`config.mk`:
```
export PLATFORM = sky130hd
export DESIGN_NAME = result_converter_flat
export DESIGN_NICKNAME = d
export VERILOG_FILES = /design/src/rtl/result_converter_pkg.sv /design/src/rtl/result_converter_if.sv /design/src/rtl/result_converter_fixed_to_float.sv /design/src/rtl/result_converter.sv /design/src/flat_wrapper.sv
export SDC_FILE = /design/constraint.sdc
export NUM_CORES = 1
export LEC_CHECK = 0
export BUFFER_PORTS_ARGS = -buffer_cell sky130_fd_sc_hd__buf_4
export CORE_AREA = 2 2 140 142
export CTS_BUF_LIST = sky130_fd_sc_hd__clkbuf_16
export CTS_CLUSTER_SIZE = 24
export DETAILED_ROUTE_END_ITERATION = 12
export DIE_AREA = 0 0 142 144
export GPL_ROUTABILITY_DRIVEN = 0
export PLACE_DENSITY = 0.65
export SLEW_MARGIN = 25
export SYNTH_ARGS = -nofsm -noshare
export SYNTH_HDL_FRONTEND = slang
export SYNTH_SLANG_ARGS = --single-unit
```
`constraint.sdc`:
```
create_clock -name clk -period 4.59 [get_ports clk]
set_input_delay 0.6885 -clock clk [delete_from_list [all_inputs] [get_ports clk]]
set_output_delay 0.6885 -clock clk [all_outputs]
set_load 0.005 [all_outputs]
```
`src/rtl/result_converter_pkg.sv`:
```
// Shared constants, FSM encodings and float layout for the sin/cos result converter.
package result_converter_pkg;

  localparam int          FLOAT_BIAS = 127;
  localparam logic [31:0] FLOAT_ZERO = 32'h0000_0000;

  typedef enum logic [2:0] {
    ST_IDLE   = 3'd0,
    ST_ROTATE = 3'd1,
    ST_ABS    = 3'd2,
    ST_NORM   = 3'd3,
    ST_PACK   = 3'd4,
    ST_DONE   = 3'd5,
    ST_CONV   = 3'd6
  } state_t;

  typedef struct packed {
    logic        sgn;
    logic [7:0]  exp;
    logic [22:0] frac;
  } float_t;

  // Fraction bits of the Q2.(WIDTH-2) cordic output format.
  function automatic int frac_bits(input int width);
    return width - 2;
  endfunction

endpackage

```
`src/rtl/result_converter_if.sv`:
```
// Input/output bundle of result_converter: cordic result in, IEEE floats out.
interface result_converter_if #(
  parameter int WIDTH = 16
);
  logic                    valid_in;
  logic signed [WIDTH-1:0] sin_in;
  logic signed [WIDTH-1:0] cos_in;
  logic signed [2:0]       flip;
  logic [31:0]             sin_out;
  logic [31:0]             cos_out;
  logic                    valid_out;
  logic                    ready;

  modport master (
    output valid_in, sin_in, cos_in, flip,
    input  sin_out, cos_out, valid_out, ready
  );

  modport slave (
    input  valid_in, sin_in, cos_in, flip,
    output sin_out, cos_out, valid_out, ready
  );
endinterface

```
`src/rtl/result_converter_fixed_to_float.sv`:
```
// One-channel signed Q2.(WIDTH-2) to IEEE single converter; 2+z cycles (ABS, z NORM, PACK).
// No backpressure: float_out is valid only while done is high; start in PACK chains the next value.
module fixed_to_float
  import result_converter_pkg::*;
#(
  parameter int WIDTH = 16
) (
  input  logic                    clk,
  input  logic                    rst,
  input  logic                    start,
  input  logic signed [WIDTH-1:0] value,
  output logic [31:0]             float_out,
  output logic                    done
);

  // 1.0 sits at bit FRAC_BITS; after shifting the msb to bit WIDTH-1 the exponent must land on 127.
  localparam logic [7:0] EXP_INIT = 8'(FLOAT_BIAS + (WIDTH - 1) - frac_bits(WIDTH));

  state_t           state_q, state_d;
  logic             sgn_q;
  logic [WIDTH-1:0] mag_q;
  logic [7:0]       exp_q;
  logic [WIDTH-1:0] abs_val;
  logic [22:0]      frac;
  float_t           packed_f;

  // Most negative input maps to 2^(WIDTH-1), which still fits as unsigned.
  assign abs_val = value[WIDTH-1] ? (~value + WIDTH'(1)) : value;
  assign frac    = 23'(mag_q[WIDTH-2:0]) << (24 - WIDTH);

  always_ff @(posedge clk) begin
    if (rst) state_q <= ST_IDLE;
    else     state_q <= state_d;
  end

  always_comb begin
    state_d = state_q;
    case (state_q)
      ST_IDLE: if (start) state_d = ST_ABS;
      ST_ABS:  state_d = ((abs_val == '0) || abs_val[WIDTH-1]) ? ST_PACK : ST_NORM;
      ST_NORM: state_d = mag_q[WIDTH-2] ? ST_PACK : ST_NORM;
      ST_PACK: state_d = start ? ST_ABS : ST_IDLE;
      default: state_d = ST_IDLE;
    endcase
  end

  always_ff @(posedge clk) begin
    if (rst) begin
      sgn_q <= 1'b0;
      mag_q <= '0;
      exp_q <= '0;
    end else if (state_q == ST_ABS) begin
      sgn_q <= value[WIDTH-1];
      mag_q <= abs_val;
      exp_q <= EXP_INIT;
    end else if (state_q == ST_NORM) begin
      mag_q <= {mag_q[WIDTH-2:0], 1'b0};
      exp_q <= exp_q - 8'd1;
    end
  end

  always_comb begin
    packed_f.sgn  = sgn_q;
    packed_f.exp  = exp_q;
    packed_f.frac = frac;
  end

  // Zero drops its sign so -0.0 never leaves the block.
  assign float_out = (mag_q == '0) ? FLOAT_ZERO : packed_f;
  assign done      = (state_q == ST_PACK);

endmodule

```
`src/rtl/result_converter.sv`:
```
// Undoes the quadrant fold of a cordic sin/cos pair and emits both as IEEE floats; 6+z_sin+z_cos cycles.
// ready is high only in IDLE; valid_out is a one-cycle pulse with no downstream stall.
module result_converter
  import result_converter_pkg::*;
#(
  parameter int WIDTH = 16
) (
  input  logic              clk,
  input  logic              rst,
  result_converter_if.slave bus
);

  typedef struct packed {
    logic signed [WIDTH-1:0] sin_v;
    logic signed [WIDTH-1:0] cos_v;
  } pair_t;

  localparam logic signed [WIDTH-1:0] MAX_POS = {1'b0, {(WIDTH-1){1'b1}}};
  localparam logic signed [WIDTH-1:0] MIN_NEG = {1'b1, {(WIDTH-1){1'b0}}};

  function automatic logic signed [WIDTH-1:0] sat_neg(input logic signed [WIDTH-1:0] v);
    return (v == MIN_NEG) ? MAX_POS : -v;
  endfunction

  state_t                  state_q, state_d;
  pair_t                   in_q, rot_q, rot_d;
  logic [2:0]              k_q;
  logic                    ch_q;
  logic [31:0]             sin_res_q, sin_out_q, cos_out_q;
  logic                    f2f_start, f2f_done;
  logic [31:0]             f2f_float;
  logic signed [WIDTH-1:0] f2f_value;
  logic [2:0]              neg_flip;

  // Rotation count is -flip mod 4; only the low two bits matter.
  assign neg_flip = 3'd0 - bus.flip;

  always_comb begin
    rot_d = in_q;
    casez (k_q)
      3'b?01: begin rot_d.sin_v = in_q.cos_v;          rot_d.cos_v = sat_neg(in_q.sin_v); end
      3'b?10: begin rot_d.sin_v = sat_neg(in_q.sin_v); rot_d.cos_v = sat_neg(in_q.cos_v); end
      3'b?11: begin rot_d.sin_v = sat_neg(in_q.cos_v); rot_d.cos_v = in_q.sin_v;          end
      default: rot_d = in_q;
    endcase
  end

  always_ff @(posedge clk) begin
    if (rst) state_q <= ST_IDLE;
    else     state_q <= state_d;
  end

  always_comb begin
    state_d   = state_q;
    f2f_start = 1'b0;
    case (state_q)
      ST_IDLE:   if (bus.valid_in) state_d = ST_ROTATE;
      ST_ROTATE: begin
        f2f_start = 1'b1;
        state_d   = ST_CONV;
      end
      ST_CONV: begin
        // Chain cos straight out of the sin PACK cycle so no idle cycle is inserted.
        if (f2f_done) begin
          if (!ch_q) f2f_start = 1'b1;
          else       state_d   = ST_DONE;
        end
      end
      ST_DONE:   state_d = ST_IDLE;
      default:   state_d = ST_IDLE;
    endcase
  end

  always_ff @(posedge clk) begin
    if (rst) begin
      in_q      <= '0;
      rot_q     <= '0;
      k_q       <= '0;
      ch_q      <= 1'b0;
      sin_res_q <= FLOAT_ZERO;
      sin_out_q <= FLOAT_ZERO;
      cos_out_q <= FLOAT_ZERO;
    end else begin
      if (state_q == ST_IDLE && bus.valid_in) begin
        in_q.sin_v <= bus.sin_in;
        in_q.cos_v <= bus.cos_in;
        k_q        <= neg_flip;
      end
      if (state_q == ST_ROTATE) begin
        rot_q <= rot_d;
        ch_q  <= 1'b0;
      end
      if (state_q == ST_CONV && f2f_done) begin
        if (!ch_q) begin
          sin_res_q <= f2f_float;
          ch_q      <= 1'b1;
        end else begin
          sin_out_q <= sin_res_q;
          cos_out_q <= f2f_float;
        end
      end
    end
  end

  assign f2f_value = ch_q ? rot_q.cos_v : rot_q.sin_v;

  fixed_to_float #(.WIDTH(WIDTH)) u_f2f (
    .clk       (clk),
    .rst       (rst),
    .start     (f2f_start),
    .value     (f2f_value),
    .float_out (f2f_float),
    .done      (f2f_done)
  );

  assign bus.ready     = (state_q == ST_IDLE);
  assign bus.valid_out = (state_q == ST_DONE);
  assign bus.sin_out   = sin_out_q;
  assign bus.cos_out   = cos_out_q;

endmodule

```
`src/flat_wrapper.sv`:
```
// flat-port wrapper written by rule: the top's interface ports become plain ports
module result_converter_flat import result_converter_pkg::*;
#(
  parameter int WIDTH = 16
)
  (clk, rst, bus_valid_in, bus_sin_in, bus_cos_in, bus_flip, bus_sin_out, bus_cos_out, bus_valid_out, bus_ready);
  result_converter_if #(.WIDTH(WIDTH)) bus_i ();
  input  logic clk;
  input  logic rst;
  input wire logic [$bits(bus_i.valid_in)-1:0] bus_valid_in;
  input wire logic [$bits(bus_i.sin_in)-1:0] bus_sin_in;
  input wire logic [$bits(bus_i.cos_in)-1:0] bus_cos_in;
  input wire logic [$bits(bus_i.flip)-1:0] bus_flip;
  output wire logic [$bits(bus_i.sin_out)-1:0] bus_sin_out;
  output wire logic [$bits(bus_i.cos_out)-1:0] bus_cos_out;
  output wire logic [$bits(bus_i.valid_out)-1:0] bus_valid_out;
  output wire logic [$bits(bus_i.ready)-1:0] bus_ready;
  assign bus_i.valid_in = bus_valid_in;
  assign bus_i.sin_in = bus_sin_in;
  assign bus_i.cos_in = bus_cos_in;
  assign bus_i.flip = bus_flip;
  assign bus_sin_out = bus_i.sin_out;
  assign bus_cos_out = bus_i.cos_out;
  assign bus_valid_out = bus_i.valid_out;
  assign bus_ready = bus_i.ready;
  result_converter #(.WIDTH(WIDTH)) u_core (.clk(clk), .rst(rst), .bus(bus_i));
endmodule
```
Word-level counts from Yosys, hierarchy flattened. Index checks and enable logic that the tools add are counted.

Add/sub/neg operators: 5. Equality and inequality tests: 15. Multiplexer cells: 25. Bitwise operators: 2. Reductions and logical operators: 12.

Operators with widths (count): $mux 16 (6); $pmux 32 s3 (1); $eq 16x16->1 const B (2); $logic_not 16->1 (2); $mux 32 (1); $neg 16->16 (2); $mux 3 (6); $add 16x2->16 const B (1); $mux 8 (2); $not 16->16 (1); $pmux 3 s4 (1); $eq 3x3->1 const B (3); $pmux 3 s3 (1); $sub 8x1->8 const B (1); $eq 3x2->1 const B (2); $logic_not 3->1 (2); $mux 1 (5); $eq 2x2->1 const B (2); $ne 2x1->1 const B (2); $ne 2x2->1 const B (2); $reduce_and 2->1 (2); $eq 3x1->1 const B (1); $reduce_and 3->1 (1); $eq 2x1->1 const B (1); other kinds (8) (9).

Flip-flop bits (word level): 194. Input port bits: 38. Word-level logic and storage cells: 74.

Depth between registers and ports, before layout.
Depth in word-level cells: 8. Mapped depth: 14. Gate-level depth less buffers: 9.

Hierarchy. A second synthesis with hierarchy kept.

Cells, all modules: 1315. Area, all modules: 9836.9 sq um.

Modules (own cells, without submodules): result_converter (instances 1, cells an instance 1024, area each 7778.7 sq um); fixed_to_float (instances 1, cells an instance 291, area each 2058.2 sq um).

Least setup slack after synthesis. OpenSTA, ideal clock, no wires.

Kind: flip-flop to flip-flop. From: reg u_core.ch_q. To: reg u_core.u_f2f.state_q[1]. Setup time: 0.127 ns. Arrival time: 3.298 ns. Data required time: 4.463 ns. Path slack: 1.166 ns. Stages on the path, launching flop included: 15. Cells stage by stage: dfxtp_1 -> buf_6 -> buf_6 -> buf_2 -> buf_2 -> buf_2 -> mux2i_1 -> ha_1 -> nor4b_2 -> a31oi_2 -> o21ai_0 -> xor2_1 -> or4_1 -> nor4_2 -> o2bb2ai_1.

Cells in the longest elaborated chain, start to end: 8. Elaborated cells on any way between the ends: 13.

Ends and longest elaborated chain: start, declared (line result_converter.sv:28) `logic ch_q;`; start signal, assigned (line result_converter.sv:79) `ch_q <= 1'b0;`; start signal, assigned (line result_converter.sv:91) `ch_q <= 1'b0;`; start signal, assigned (line result_converter.sv:96) `ch_q <= 1'b1;`; $mux 16 (line result_converter.sv:105) `assign f2f_value = ch_q ? rot_q.cos_v : rot_q.sin_v;`; $not 16->16 (line result_converter_fixed_to_float.sv:28) `assign abs_val = value[WIDTH-1] ? (~value + WIDTH'(1)) : value;`; $add 16x2->16 (line result_converter_fixed_to_float.sv:28); $mux 16 (line result_converter_fixed_to_float.sv:28); $logic_not 16->1 (line result_converter_fixed_to_float.sv:40) `ST_ABS: state_d = ((abs_val == '0) || abs_val[WIDTH-1]) ? ST_PACK : ST_NORM;`; $logic_or 1x1->1 (line result_converter_fixed_to_float.sv:40); $mux 3 (line result_converter_fixed_to_float.sv:40); $pmux 3 s4 (line result_converter_fixed_to_float.sv:38) `case (state_q)`; end signal, assigned (line result_converter_fixed_to_float.sv:33) `else state_q <= state_d;`; end, declared (line result_converter_fixed_to_float.sv:19) `state_t state_q, state_d;`.

Several ways; a longest one is shown, not always the timed one. A chain may end at the register's enable or synchronous reset.

Worst setup path after layout.
From: reg u_core.ch_q. To: reg u_core.u_f2f.state_q[0].

Same word-level chain as after synthesis.

==> out/metrics.cfg <==
[outcome]
status = complete, no violations

[power_and_ir_drop]
vdd_drop_max_uv = 296.0
p_per_area_nw_per_um2 = 373.5
p_leak_nw = 3.624

[sta]
relSlewSlack_pct = 36.65
setup-violations-final = 0
slew_viol_final = 0
grt_setup_unrepaired = false
min_period_ns = 3.520
setup_tns_ns = 0
max_freq_ghz = 0.2841
fin_crit_sh_pct = 76.68
tightest_slew_ns = 0.9502
hold_slack_ns = 0.4522
setup_slack_ns = 1.070
finClkSkew_ns = 0.01973
final-hold-violation-count = 0

[logic_synthesis]
synth_top_area_cell = dfxtp_1
ys_warn_count = 0
synth_cell_type_count = 72
synth.area.top_cells = dfxtp_1 39%, nand2_1 11%, a21oi_1 7.9%
synth_xor_area_share_pct = 3.319
synthFlopType = dfxtp_1
synth_edf_count = 0
synthSimpleGateAreaFrac_pct = 24.57
synth-compound-area-share_pct = 20.10
synthMuxAreaShare_pct = 6.165
async_reset_ff_share_pct = 0
synth_top_area_share_pct = 39.09
synthAdderAreaFrac_pct = 0.5748
netlist_area_um2 = 8707
netlist_instances = 1130
ys_seq_area_share_pct = 39.09
synth_top_family_by_area = simple AND/OR/NAND/NOR gates
synth_seq_cells = 170
synth_area_per_cell_um2 = 7.705

[detailed_routing]
vias = 7869
drt_first_iter_violations = 576
ant_nets = 0
highest_layer = met4
wl_met1_um = 10680
via_per_inst = 5.573
wirelength_um = 21850
wl_met3_um = 1025
wl_per_cell_um = 15.47
first_pass_iters = 5
met2_length_um = 9884
drc = 0

[finish]
fin_nets = 1203
final_area_um2 = 10010
n_antenna_cell = 0
final_cell_mix = 261 x nand2_1, 169 x dfxtp_1, 137 x a21oi_1
drive_gt1_share_pct = 14.91
areaGrowthSynthToFinish_pct = 14.94
final_common_cell = nand2_1
final_cells = 1412

[flow_run]
cap_viol_max_count = 0

[worst_setup_path]
rrSetupSlack_ns = 1.07
crit_buf_inv = 1
r2r_end = u_core.u_f2f.state_q[0]
worstPathRequired_ns = 4.91
crit_path_max_incr_delay_ns = 0.82
startpoint_type = flip-flop
crit_path_end_kind = flip-flop
cp_max_fo = 24
reg2reg_depth = 8
rr_startpoint = u_core.ch_q
worstPathArrival_ns = 3.84
slowest_stage = dfxtp_1
critPathKind = flip-flop to flip-flop
crit_chain = buf_4 > mux2i_1 > o21ai_2 > o41ai_1 > xor2_1 > or4_1 > nor4_2 > o21ai_1
cp_top_family = simple AND/OR/NAND/NOR gates

[global_route]
grt_pass1_vias = 7067
grt_usage_pct = 21.79
grt_pass1_wl_um = 36180
antenna_found_initial = 0
grt_max_degree = 78
grt-ovfl-total = 0

[worst_hold_path]
hp-start = u_core.sin_res_q[11]
whs_path_depth = 2
hold_end = u_core.bus.sin_out[11]
hp-class = flip-flop to flip-flop

[die]
die_width_um = 142
core_um2 = 19080
die_y_um = 144
ios = 104
start_util_pct = 45.64
rows = 51
dieArea_um2 = 20450

[cts]
cts.clk_slew.worst_paths_ns = 0.08
cts_buffers = 17
post-cts-setup-buffer-count = 0
cts_resized = 0
postCtsHoldBufs = 0
clkSinkCount = 170
cts_root_buffer = clkbuf_16
ctsHtreeMaxLevel = 4
cts_tree = done
clk_latency_ns = 0.44
cts_buffer_depth = 2

[place]
place_inst = 1378
numPortBuffers = 86
dpl_cell_area_um2 = 9341
dp_hpwl_um = 15110
pre_cts_ws_ns = 1.063

-- per-layer routing --
layer / vias to the layer above / global-route usage, %
li1: 3995 / -
met1: 3629 / 30.86
met2: 221 / 34.45
met3: 24 / 3.477
met4: 0 / 6.158
met5: - / 0
-- cell type report --
cell class,instances,area (um^2)
fillers,1843,9071
multi-input cells,859,4858
flip-flops and latches,170,3405
repair buffers,99,770.7
clock buffers,17,425.4
well taps,238,297.8
clock inverters,15,198.9
inverters,14,52.55
-- synth_stat cells (4+ instances only) --
library cell  instances
buf_6                 4
nand2_1             261
nor4_2                4
mux2i_1              30
mux4_2                6
a31oi_1              11
o31ai_1               8
a32o_1                4
or4_1                 5
nand3_1              35
or3_1                 5
nor4_1               14
clkbuf_1             67
o22ai_1               5
inv_1                14
buf_1                 8
dfxtp_1             170
ha_1                  4
xnor2_1              20
mux2_2                9
o21ai_0              45
buf_2                 7
nor3_1               31
buf_4                16
nand3b_1              4
a22o_1                4
o211ai_1             16
a21oi_1             137
a21o_1                5
nor2_1               73
a22oi_1               6
a211oi_1             19
xor2_1               13
nand2b_1             10
-- kinds of logic (layout without fill, tap and decap cells) --
family,count (synthesis),after routing
AOI/OAI and AO/OA,290,290
xor gates and xnor gates,33,33
adders and majority gates,4,4
buffers and inverters,116,145
DFF,170,170
muxes,45,45
other,1,16
and+or+nand+nor,471,471
-- how the worst max path moves through the flow --
stage	startpoint	to	slack, ns	cells after the start
floorplan	u_core.ch_q	u_core.u_f2f.state_q[1]	1.17	14
global placement	u_core.ch_q	u_core.u_f2f.state_q[1]	1.09	8
detailed placement	u_core.ch_q	u_core.u_f2f.state_q[1]	1.06	8
CTS	u_core.ch_q	u_core.u_f2f.state_q[0]	1.06	8
global route	u_core.ch_q	u_core.u_f2f.state_q[1]	0.74	8
finish	u_core.ch_q	u_core.u_f2f.state_q[0]	1.07	8
-- worst reg2reg max path, stage by stage, from the launching register on --
cell     delay, ns
dfxtp_1       0.82
buf_4         0.43
mux2i_1       0.43
o21ai_2       0.16
o41ai_1       0.39
xor2_1        0.14
or4_1         0.50
nor4_2        0.42
o21ai_1       0.12
-- state kept, by name (all words and copies together), names as in the netlist --
signal	cells
u_core.u_f2f.sgn_q	1
u_core.sin_res_q	24
u_core.u_f2f.state_q	3
u_core.state_q	3
u_core.in_q	32
u_core.bus.sin_out	24
u_core.rot_q	32
u_core.k_q	2
u_core.bus.cos_out	24
u_core.ch_q	1
u_core.u_f2f.exp_q	8
u_core.u_f2f.mag_q	16
-- report_power, final --
| group | switching [mW] | total, mW | internal, mW |
|---|---|---|---|
| Clock | 0.705 | 1.50 | 0.793 |
| Combinational | 0.374 | 0.619 | 0.244 |
| Sequential | 0.0904 | 1.62 | 1.53 |
| Total | 1.17 | 3.74 | 2.57 |
-- metrics by stage --
stage / utilization, % / power, mW
floorplan: - / 2.109
global placement: 48.95 / 2.259
detailed placement: 48.96 / 2.266
CTS: 52.23 / 3.753
global route: 52.46 / 3.908
finish: 52.46 / 3.738
(Power assumes the default switching activity.)
